## src/rtl/mmio_pkg.sv

```systemverilog
// Shared encodings, default address map and parameter sanity helpers for the MMIO port controller.
package mmio_pkg;

    typedef enum logic [1:0] {
        MNONE  = 2'b00,
        MWRITE = 2'b01,
        MREAD  = 2'b11
    } mem_cmd_e;

    localparam logic [8:0] DEF_IN_BASE   = 9'h140;
    localparam logic [8:0] DEF_OUT_BASE  = 9'h100;
    localparam logic [8:0] DEF_STAT_BASE = 9'h180;

    // Edges after reset release before change detection is trusted:
    // the release edge plus the two-flop synchronizer flush.
    localparam logic [1:0] SETTLE_DONE = 2'd3;

    function automatic bit windows_overlap(input int a, input int na, input int b, input int nb);
        return (a < b + nb) && (b < a + na);
    endfunction

endpackage

```

## src/rtl/mmio_sync.sv

```systemverilog
// Two-flop synchronizer for a W-bit bundle of asynchronous inputs.
// Latency: 2 clk; no backpressure.
module mmio_sync #(
    parameter int W = 8
) (
    input  logic         clk,
    input  logic         reset,
    input  logic [W-1:0] d,
    output logic [W-1:0] q
);

    logic [W-1:0] meta;

    always_ff @(posedge clk) begin
        if (!reset) begin
            meta <= '0;
            q    <= '0;
        end else begin
            meta <= d;
            q    <= meta;
        end
    end

endmodule

```

## src/rtl/mmio_port_ctrl.sv

```systemverilog
// Memory-mapped input/output ports with change flags and a maskable interrupt.
// Latency: reads combinational, writes and irq take effect 1 clk later; no backpressure.
module mmio_port_ctrl
    import mmio_pkg::*;
#(
    parameter int               DATA_W    = 16,
    parameter int               ADDR_W    = 9,
    parameter int               N_IN      = 2,
    parameter int               N_OUT     = 2,
    parameter int               PORT_W    = 8,
    parameter logic [ADDR_W-1:0] IN_BASE   = ADDR_W'(DEF_IN_BASE),
    parameter logic [ADDR_W-1:0] OUT_BASE  = ADDR_W'(DEF_OUT_BASE),
    parameter logic [ADDR_W-1:0] STAT_BASE = ADDR_W'(DEF_STAT_BASE)
) (
    input  logic                    clk,
    input  logic                    reset,
    input  logic [ADDR_W-1:0]       mem_addr,
    input  logic [1:0]              mem_cmd,
    input  logic [DATA_W-1:0]       wdata,
    output logic [DATA_W-1:0]       rdata,
    output logic                    rd_hit,
    input  logic [N_IN*PORT_W-1:0]  pin_in,
    output logic [N_OUT*PORT_W-1:0] pin_out,
    output logic                    irq
);

    if (N_IN < 1 || N_IN > 8 || N_OUT < 1 || N_OUT > 8 || PORT_W < 1 || PORT_W > DATA_W
        || N_IN > DATA_W) begin : g_bad_size
        $error("mmio_port_ctrl: port count or width out of range");
    end
    if (windows_overlap(int'(IN_BASE), N_IN, int'(OUT_BASE), N_OUT)
        || windows_overlap(int'(IN_BASE), N_IN, int'(STAT_BASE), 2)
        || windows_overlap(int'(OUT_BASE), N_OUT, int'(STAT_BASE), 2)) begin : g_bad_map
        $error("mmio_port_ctrl: address windows overlap");
    end

    logic [PORT_W-1:0] sync_q [N_IN];
    logic [PORT_W-1:0] prev_q [N_IN];
    logic [PORT_W-1:0] out_q  [N_OUT];
    logic [N_IN-1:0]   chg, ien, chg_set, chg_clr;
    logic [N_OUT-1:0]  out_we;
    logic [1:0]        settle_cnt;
    logic              wr, rd, stat_wr, ien_wr;
    logic              unused_wdata;

    for (genvar k = 0; k < N_IN; k++) begin : g_in
        mmio_sync #(.W(PORT_W)) u_sync (
            .clk   (clk),
            .reset (reset),
            .d     (pin_in[k*PORT_W +: PORT_W]),
            .q     (sync_q[k])
        );
    end

    for (genvar k = 0; k < N_OUT; k++) begin : g_out
        assign pin_out[k*PORT_W +: PORT_W] = out_q[k];
        assign out_we[k] = wr && (mem_addr == OUT_BASE + ADDR_W'(k));
    end

    assign wr           = (mem_cmd == MWRITE);
    assign rd           = (mem_cmd == MREAD);
    assign stat_wr      = wr && (mem_addr == STAT_BASE);
    assign ien_wr       = wr && (mem_addr == STAT_BASE + ADDR_W'(1));
    assign chg_clr      = stat_wr ? wdata[N_IN-1:0] : '0;
    assign unused_wdata = ^wdata;

    always_comb begin
        chg_set = '0;
        for (int k = 0; k < N_IN; k++) begin
            chg_set[k] = (settle_cnt == SETTLE_DONE) && (sync_q[k] != prev_q[k]);
        end
    end

    always_ff @(posedge clk) begin
        if (!reset) begin
            settle_cnt <= '0;
            chg        <= '0;
            ien        <= '0;
            irq        <= 1'b0;
            for (int k = 0; k < N_IN; k++) prev_q[k] <= '0;
            for (int k = 0; k < N_OUT; k++) out_q[k] <= '0;
        end else begin
            if (settle_cnt != SETTLE_DONE) settle_cnt <= settle_cnt + 2'd1;
            for (int k = 0; k < N_IN; k++) prev_q[k] <= sync_q[k];
            // A same-cycle change beats the software clear.
            chg <= (chg & ~chg_clr) | chg_set;
            if (ien_wr) ien <= wdata[N_IN-1:0];
            irq <= |(chg & ien);
            for (int k = 0; k < N_OUT; k++) begin
                if (out_we[k]) out_q[k] <= wdata[PORT_W-1:0];
            end
        end
    end

    always_comb begin
        rdata  = '0;
        rd_hit = 1'b0;
        if (rd) begin
            for (int k = 0; k < N_IN; k++) begin
                if (mem_addr == IN_BASE + ADDR_W'(k)) begin
                    rd_hit = 1'b1;
                    rdata  = DATA_W'(sync_q[k]);
                end
            end
            for (int k = 0; k < N_OUT; k++) begin
                if (mem_addr == OUT_BASE + ADDR_W'(k)) begin
                    rd_hit = 1'b1;
                    rdata  = DATA_W'(out_q[k]);
                end
            end
            if (mem_addr == STAT_BASE) begin
                rd_hit = 1'b1;
                rdata  = DATA_W'(chg);
            end
            if (mem_addr == STAT_BASE + ADDR_W'(1)) begin
                rd_hit = 1'b1;
                rdata  = DATA_W'(ien);
            end
        end
    end

endmodule

```

## config.mk

```make
export PLATFORM = sky130hd
export DESIGN_NAME = mmio_port_ctrl
export DESIGN_NICKNAME = d
export VERILOG_FILES = /design/src/rtl/mmio_pkg.sv /design/src/rtl/mmio_sync.sv /design/src/rtl/mmio_port_ctrl.sv
export SDC_FILE = /design/constraint.sdc
export NUM_CORES = 1
export LEC_CHECK = 0
export ABC_AREA = 0
export BUFFER_PORTS_ARGS = -buffer_cell sky130_fd_sc_hd__buf_2
export CAP_MARGIN = 40
export CELL_PAD_IN_SITES_DETAIL_PLACEMENT = 1
export CELL_PAD_IN_SITES_GLOBAL_PLACEMENT = 1
export CORE_MARGIN = 8
export CORE_UTILIZATION = 39
export CTS_CLUSTER_DIAMETER = 50
export CTS_CLUSTER_SIZE = 28
export DETAILED_ROUTE_END_ITERATION = 12
export HOLD_SLACK_MARGIN = 0.15
export PLACE_DENSITY_LB_ADDON = 0.1
export RECOVER_POWER = 25
export SLEW_MARGIN = 20
export SYNTH_ARGS = -nofsm -noshare
export SYNTH_HDL_FRONTEND = slang
export SYNTH_SLANG_ARGS = --single-unit
```

## constraint.sdc

```tcl
create_clock -name clk -period 2.74 [get_ports clk]
set_input_delay 0.411 -clock clk [delete_from_list [all_inputs] [get_ports clk]]
set_output_delay 0.411 -clock clk [all_outputs]
set_load 0.1 [all_outputs]
```

======== Yosys cells after proc, flatten, opt, wreduce, memory -nomap -nowiden ========
Memories as Yosys holds them, arrays and structs flattened.
Cells that the tools add are included.
word-level totals
  register bits ........................... 39
  latch bits .............................. 0
  memory bits (writable) .................. 32
  ROM bits ................................ 0
  input port bits ......................... 45
  output and inout bits ................... 34
  logic and storage cells ................. 65
  memories ................................ 2
memory list
  name    depth  width  rd ports  clocked after Yosys merged registers in  write ports  RTL line              source
  out_q   2      8      2         0                                        2            mmio_port_ctrl.sv:39  logic [PORT_W-1:0] out_q [N_OUT];
  prev_q  2      8      2         0                                        2            mmio_port_ctrl.sv:38  logic [PORT_W-1:0] prev_q [N_IN];
cells by class
  add/subtract/negate cells ............... 1
  multipliers ............................. 0
  div/mod/pow operators ................... 0
  magnitude comparators ................... 0
  eq/ne operators ......................... 12
  shift-type cells ........................ 0
  multiplexer cells ....................... 27
  bitwise gates (word level) .............. 8
  reductions and logical operators ........ 7
operators by type and width
  operator               count
  $mux W16               6
  $eq A9 B9 Y1 const B   6
  $mux W8                5
  $ne A8 B8 Y1           2
  $mux W1                15
  $logic_and A1 B1 Y1    6
  $and A2 B2 Y2          2
  $eq A2 B2 Y1 const B   2
  $or A1 B1 Y1           4
  $add A2 B1 Y2 const B  1
  $eq A2 B1 Y1 const B   1
  $mux W2                1
  $ne A2 B2 Y1 const B   1
  $not A2 Y2             1
  $or A2 B2 Y2           1
  $reduce_or A2 Y1       1

======== Longest topological paths before layout ========
  depth in word-level cells ............... 8
  gate-level depth with buffers ........... 5

======== By module ========
A second synthesis with hierarchy kept.
second synthesis, totals
  cell total of the unflattened synthesis .. 253
  area, all modules ....................... 2900.3 um^2
by module, submodules not included
  module          instances  cells each  area an instance (um^2)  sequential area each (um^2)
  mmio_port_ctrl  1          187         2006.9                   940.9
  mmio_sync       2          33          446.7                    320.3

======== Least setup slack after synthesis ========
Ideal clock, no wire load.
  path kind ............................... input to output
  start point ............................. input mem_addr[5]
  end point ............................... output rdata[2]
  arrival time ............................ 3.435 ns
  path slack .............................. -1.106 ns
  stages .................................. 3
  buffers on the path ..................... 0
  cells stage by stage .................... nor4_1 o21ai_0 a221oi_1
on the way
  cells in the longest elaborated chain, start to end .. 8
  elaborated cells on any way between the ends .. 13
RTL lines
  what                   RTL line               source
  start, declared        mmio_port_ctrl.sv:17   input logic [ADDR_W-1:0] mem_addr,
  $eq A9 B9 Y1           mmio_port_ctrl.sv:100  if (mem_addr == IN_BASE + ADDR_W'(k)) begin
  $mux W8                mmio_port_ctrl.sv:100
  $mux W16               mmio_port_ctrl.sv:100
  $mux W16 (2 in a row)  mmio_port_ctrl.sv:106  if (mem_addr == OUT_BASE + ADDR_W'(k)) begin
  $mux W16               mmio_port_ctrl.sv:111  if (mem_addr == STAT_BASE) begin
  $mux W16 (*)           mmio_port_ctrl.sv:115  if (mem_addr == STAT_BASE + ADDR_W'(1)) begin
  $mux W16 (*)           mmio_port_ctrl.sv:98   if (rd) begin
  end, declared          mmio_port_ctrl.sv:20   output logic [DATA_W-1:0] rdata,
Mark *: on every way between the ends. The rest lies on a longest branch, timed or not.

======== Worst setup path in the final report ========
  start point ............................. input mem_addr[7]
  end point ............................... output rdata[0]
The elaborated chain is that of the path after synthesis.

==> results.json <==
{
  "synthesis.area_sq_um": 2790,
  "setup_viol": 0,
  "drv_cap": 1,
  "skew_ns": 0.00654,
  "drtAntennaViolNets": 0,
  "cts_setup_buffers": 0,
  "antenna_found_initial": 0,
  "yosysWarnings": 0,
  "slew_headroom_pct": -17.1,
  "required_ns": 2.33,
  "numCtsBuffers": 9,
  "cts.sinks": 71,
  "vias": 2001,
  "rows": 31,
  "synth_compound_area_share_pct": 8.44,
  "fillCellCount": 815,
  "start_util_pct": 39.3,
  "synth_edf_count": 16,
  "htree_levels": 3,
  "async_reset_ff_share_pct": 0,
  "finalHoldViolCount": 0,
  "fin_crit_sh_pct": 87.2,
  "violations": "max-capacitance violations, max-slew violations",
  "area_delta_synth_final_pct": 28.4,
  "end_kind": "primary output",
  "hold_path_class": "in -> reg",
  "place_hpwl_mm": 4.80,
  "coreArea_sq_um": 7100,
  "synth-simple-area-share_pct": 21.7,
  "grt.total_usage_pct": 13.4,
  "ys_ff_latch": 71,
  "instances_no_fill": 428,
  "muxShareOfSynthArea_pct": 3.50,
  "wl_met2_mm": 3.37,
  "dpl_cell_area_sq_um": 3390,
  "gr-total-overflow": 0,
  "drive_gt1_share_pct": 31.0,
  "grt_pass1_wl_mm": 10.6,
  "port_buffers": 62,
  "startpoint_type": "primary input",
  "rsz0062_at_grt": "no",
  "arrival_ns": 1.98,
  "grt_max_degree": 55,
  "num_antenna_cells": 0,
  "grt_pass1_vias": 2147,
  "seq_area_frac_synth_pct": 56.8,
  "place_inst": 413,
  "dr.pass1.iters": 4,
  "fmax_mhz": 418,
  "num-nets-final": 371,
  "clockBufferDepth": 2,
  "post-route-util_pct": 50.4,
  "hold_slack_ns": 0.277,
  "avgViaCountPerCell": 4.68,
  "synthCells": 256,
  "drcViolationCount": 0,
  "setup_tns_ns": 0,
  "num_io_pins": 79,
  "wl_met1_mm": 2.86,
  "drt_iter0_drc": 72,
  "power_density_nw_per_um2": 634,
  "timing.final.ws_setup_ns": 0.350,
  "topRoutingLayerUsed": "met4",
  "postSynthAreaPerCell_sq_um": 10.9,
  "globalplace.congestion": 0.828,
  "synth-xor-area-share_pct": 5.34,
  "peakVddDrop_v": 0.000311,
  "wl_per_cell_microns": 15.2,
  "cts-resized-gates": 0,
  "wl_mm": 6.50,
  "cts_tree": "yes",
  "drv_slew": 55,
  "outcome": "finished, violations left",
  "path_max_fanout": 15,
  "path_class": "in -> out",
  "worst_slew_pin_slew_ns": 1.76,
  "leakagePower_nw": 1.36,
  "root_buffer": "clkbuf_8",
  "synthAdderAreaFrac_pct": 0.449,
  "cts_hold_buf": 0,
  "clock_latency_ns": 0.33,
  "path_clk_slew_ns": 0.08,
  "dieArea_sq_um": 10100,
  "final_cell_area_sq_um": 3580,
  "yosys_most_used_dff": "dfxtp_1",
  "dr_wl_met3_microns": 236,
  "finalPower_mw": 2.27,
  "ys_types": 34,
  "die_x_microns": 101,
  "place_ws_ns": 0.370,
  "period_needed_ns": 2.39,
  "die_h_microns": 101,
  "synth_top_family_by_area": "simple AND/OR/NAND/NOR gates"
}
[power by group]
| group | total (mW) | internal [mW] | switching [mW] |
|---|---|---|---|
| Clock | 0.818 | 0.441 | 0.377 |
| Sequential | 1.14 | 1.12 | 0.0269 |
| Combinational | 0.305 | 0.0828 | 0.223 |
| Total | 2.27 | 1.64 | 0.627 |
[cells in the final DEF (no fill, tap or decap), drive strengths merged, types with 2 or more instances in the layout]
cell type / Yosys / routed
a221oi: 6 / 6
nor2b: 2 / 2
a211oi: 2 / 2
mux2: 6 / 6
clkinv: 0 / 2
nor3: 4 / 4
and2: 56 / 56
a21oi: 2 / 2
nand2: 14 / 14
nand4: 5 / 5
mux2i: 3 / 3
nor4b: 3 / 3
dfxtp: 55 / 55
o22ai: 2 / 2
nor3b: 2 / 2
edfxtp: 16 / 16
xnor2: 16 / 16
o21bai: 6 / 6
nor2: 7 / 7
o21ai: 17 / 17
inv: 1 / 2
nand3: 5 / 5
clkbuf: 9 / 11
conb: 1 / 8
buf: 9 / 68
[state kept, by name (all words and copies together), names as in the netlist]
name / cells
settle_cnt: 2
irq: 1
out_q: 16
g_in.u_sync.q: 16
ien: 2
g_in.u_sync.meta: 16
prev_q: 16
chg: 2
[worst max-delay path, stage by stage]
cell	delay (ns)
buf_2	0.25
nor4b_1	0.51
o21ai_0	0.23
a211oi_2	0.35
buf_12	0.22
[cells in the mapped netlist, types with 2 or more instances]
cell | n | area share, %
nand3_1 | 5 | 0.90
dfxtp_1 | 55 | 40
nand4_1 | 5 | 1.1
and2_1 | 56 | 13
clkbuf_1 | 9 | 1.2
nand2_1 | 14 | 1.9
buf_4 | 8 | 2.2
o22ai_1 | 2 | 0.45
xnor2_1 | 16 | 5.0
mux2i_1 | 3 | 1.1
nor3_1 | 3 | 0.54
a221oi_1 | 6 | 1.9
nor2b_1 | 2 | 0.45
o21ai_0 | 17 | 3.1
nor4b_2 | 2 | 1.1
edfxtp_1 | 16 | 17
a211oi_1 | 2 | 0.54
nor3b_1 | 2 | 0.54
o21bai_1 | 6 | 1.6
nor2_1 | 7 | 0.94
mux2_2 | 6 | 2.4
a21oi_1 | 2 | 0.36
[path summary, 6_finish.rpt]
path                                                          end  slack, ns  depth (start not counted)                         startpoint
worst max-delay path                                     rdata[0]       0.35                          5                        mem_addr[7]
worst min-delay path            g_in[0].u_sync.meta[1]$_SDFF_PN0_       0.28                          2                          pin_in[1]
worst max register to register                  chg[0]$_SDFF_PN0_       1.65                          4     g_in[0].u_sync.q[3]$_SDFF_PN0_
worst min register to register     g_in[0].u_sync.q[5]$_SDFF_PN0_       0.43                          1  g_in[0].u_sync.meta[5]$_SDFF_PN0_
[per-layer routing]
layer  vias up  GRT usage, %
li1        998             -
met1       970          15.7
met2        31          22.5
met3         2          3.59
met4         0          5.70
met5         -             0
[layout make-up]
cell class                 count  area, sq um  share of cell area, %
sequential                    71         1580                   44.2
multi-input combinational    173         1180                   32.9
timing repair buffer          69          494                   13.8
clock buffer                  10          138                   3.85
tap                           99          124                   3.46
clock inverter                 5         57.6                   1.61
inverter                       1         3.75                  0.105
[cell families (layout without fill, tap and decap cells)]
family,count (synthesis),count (layout)
compound gates,37,37
xor+xnor,17,17
fa+ha+maj,1,1
buf+inv,19,85
flops,71,71
mux,9,9
other cells,1,8
simple gates,101,101
Power figures use the tool's default switching activity.
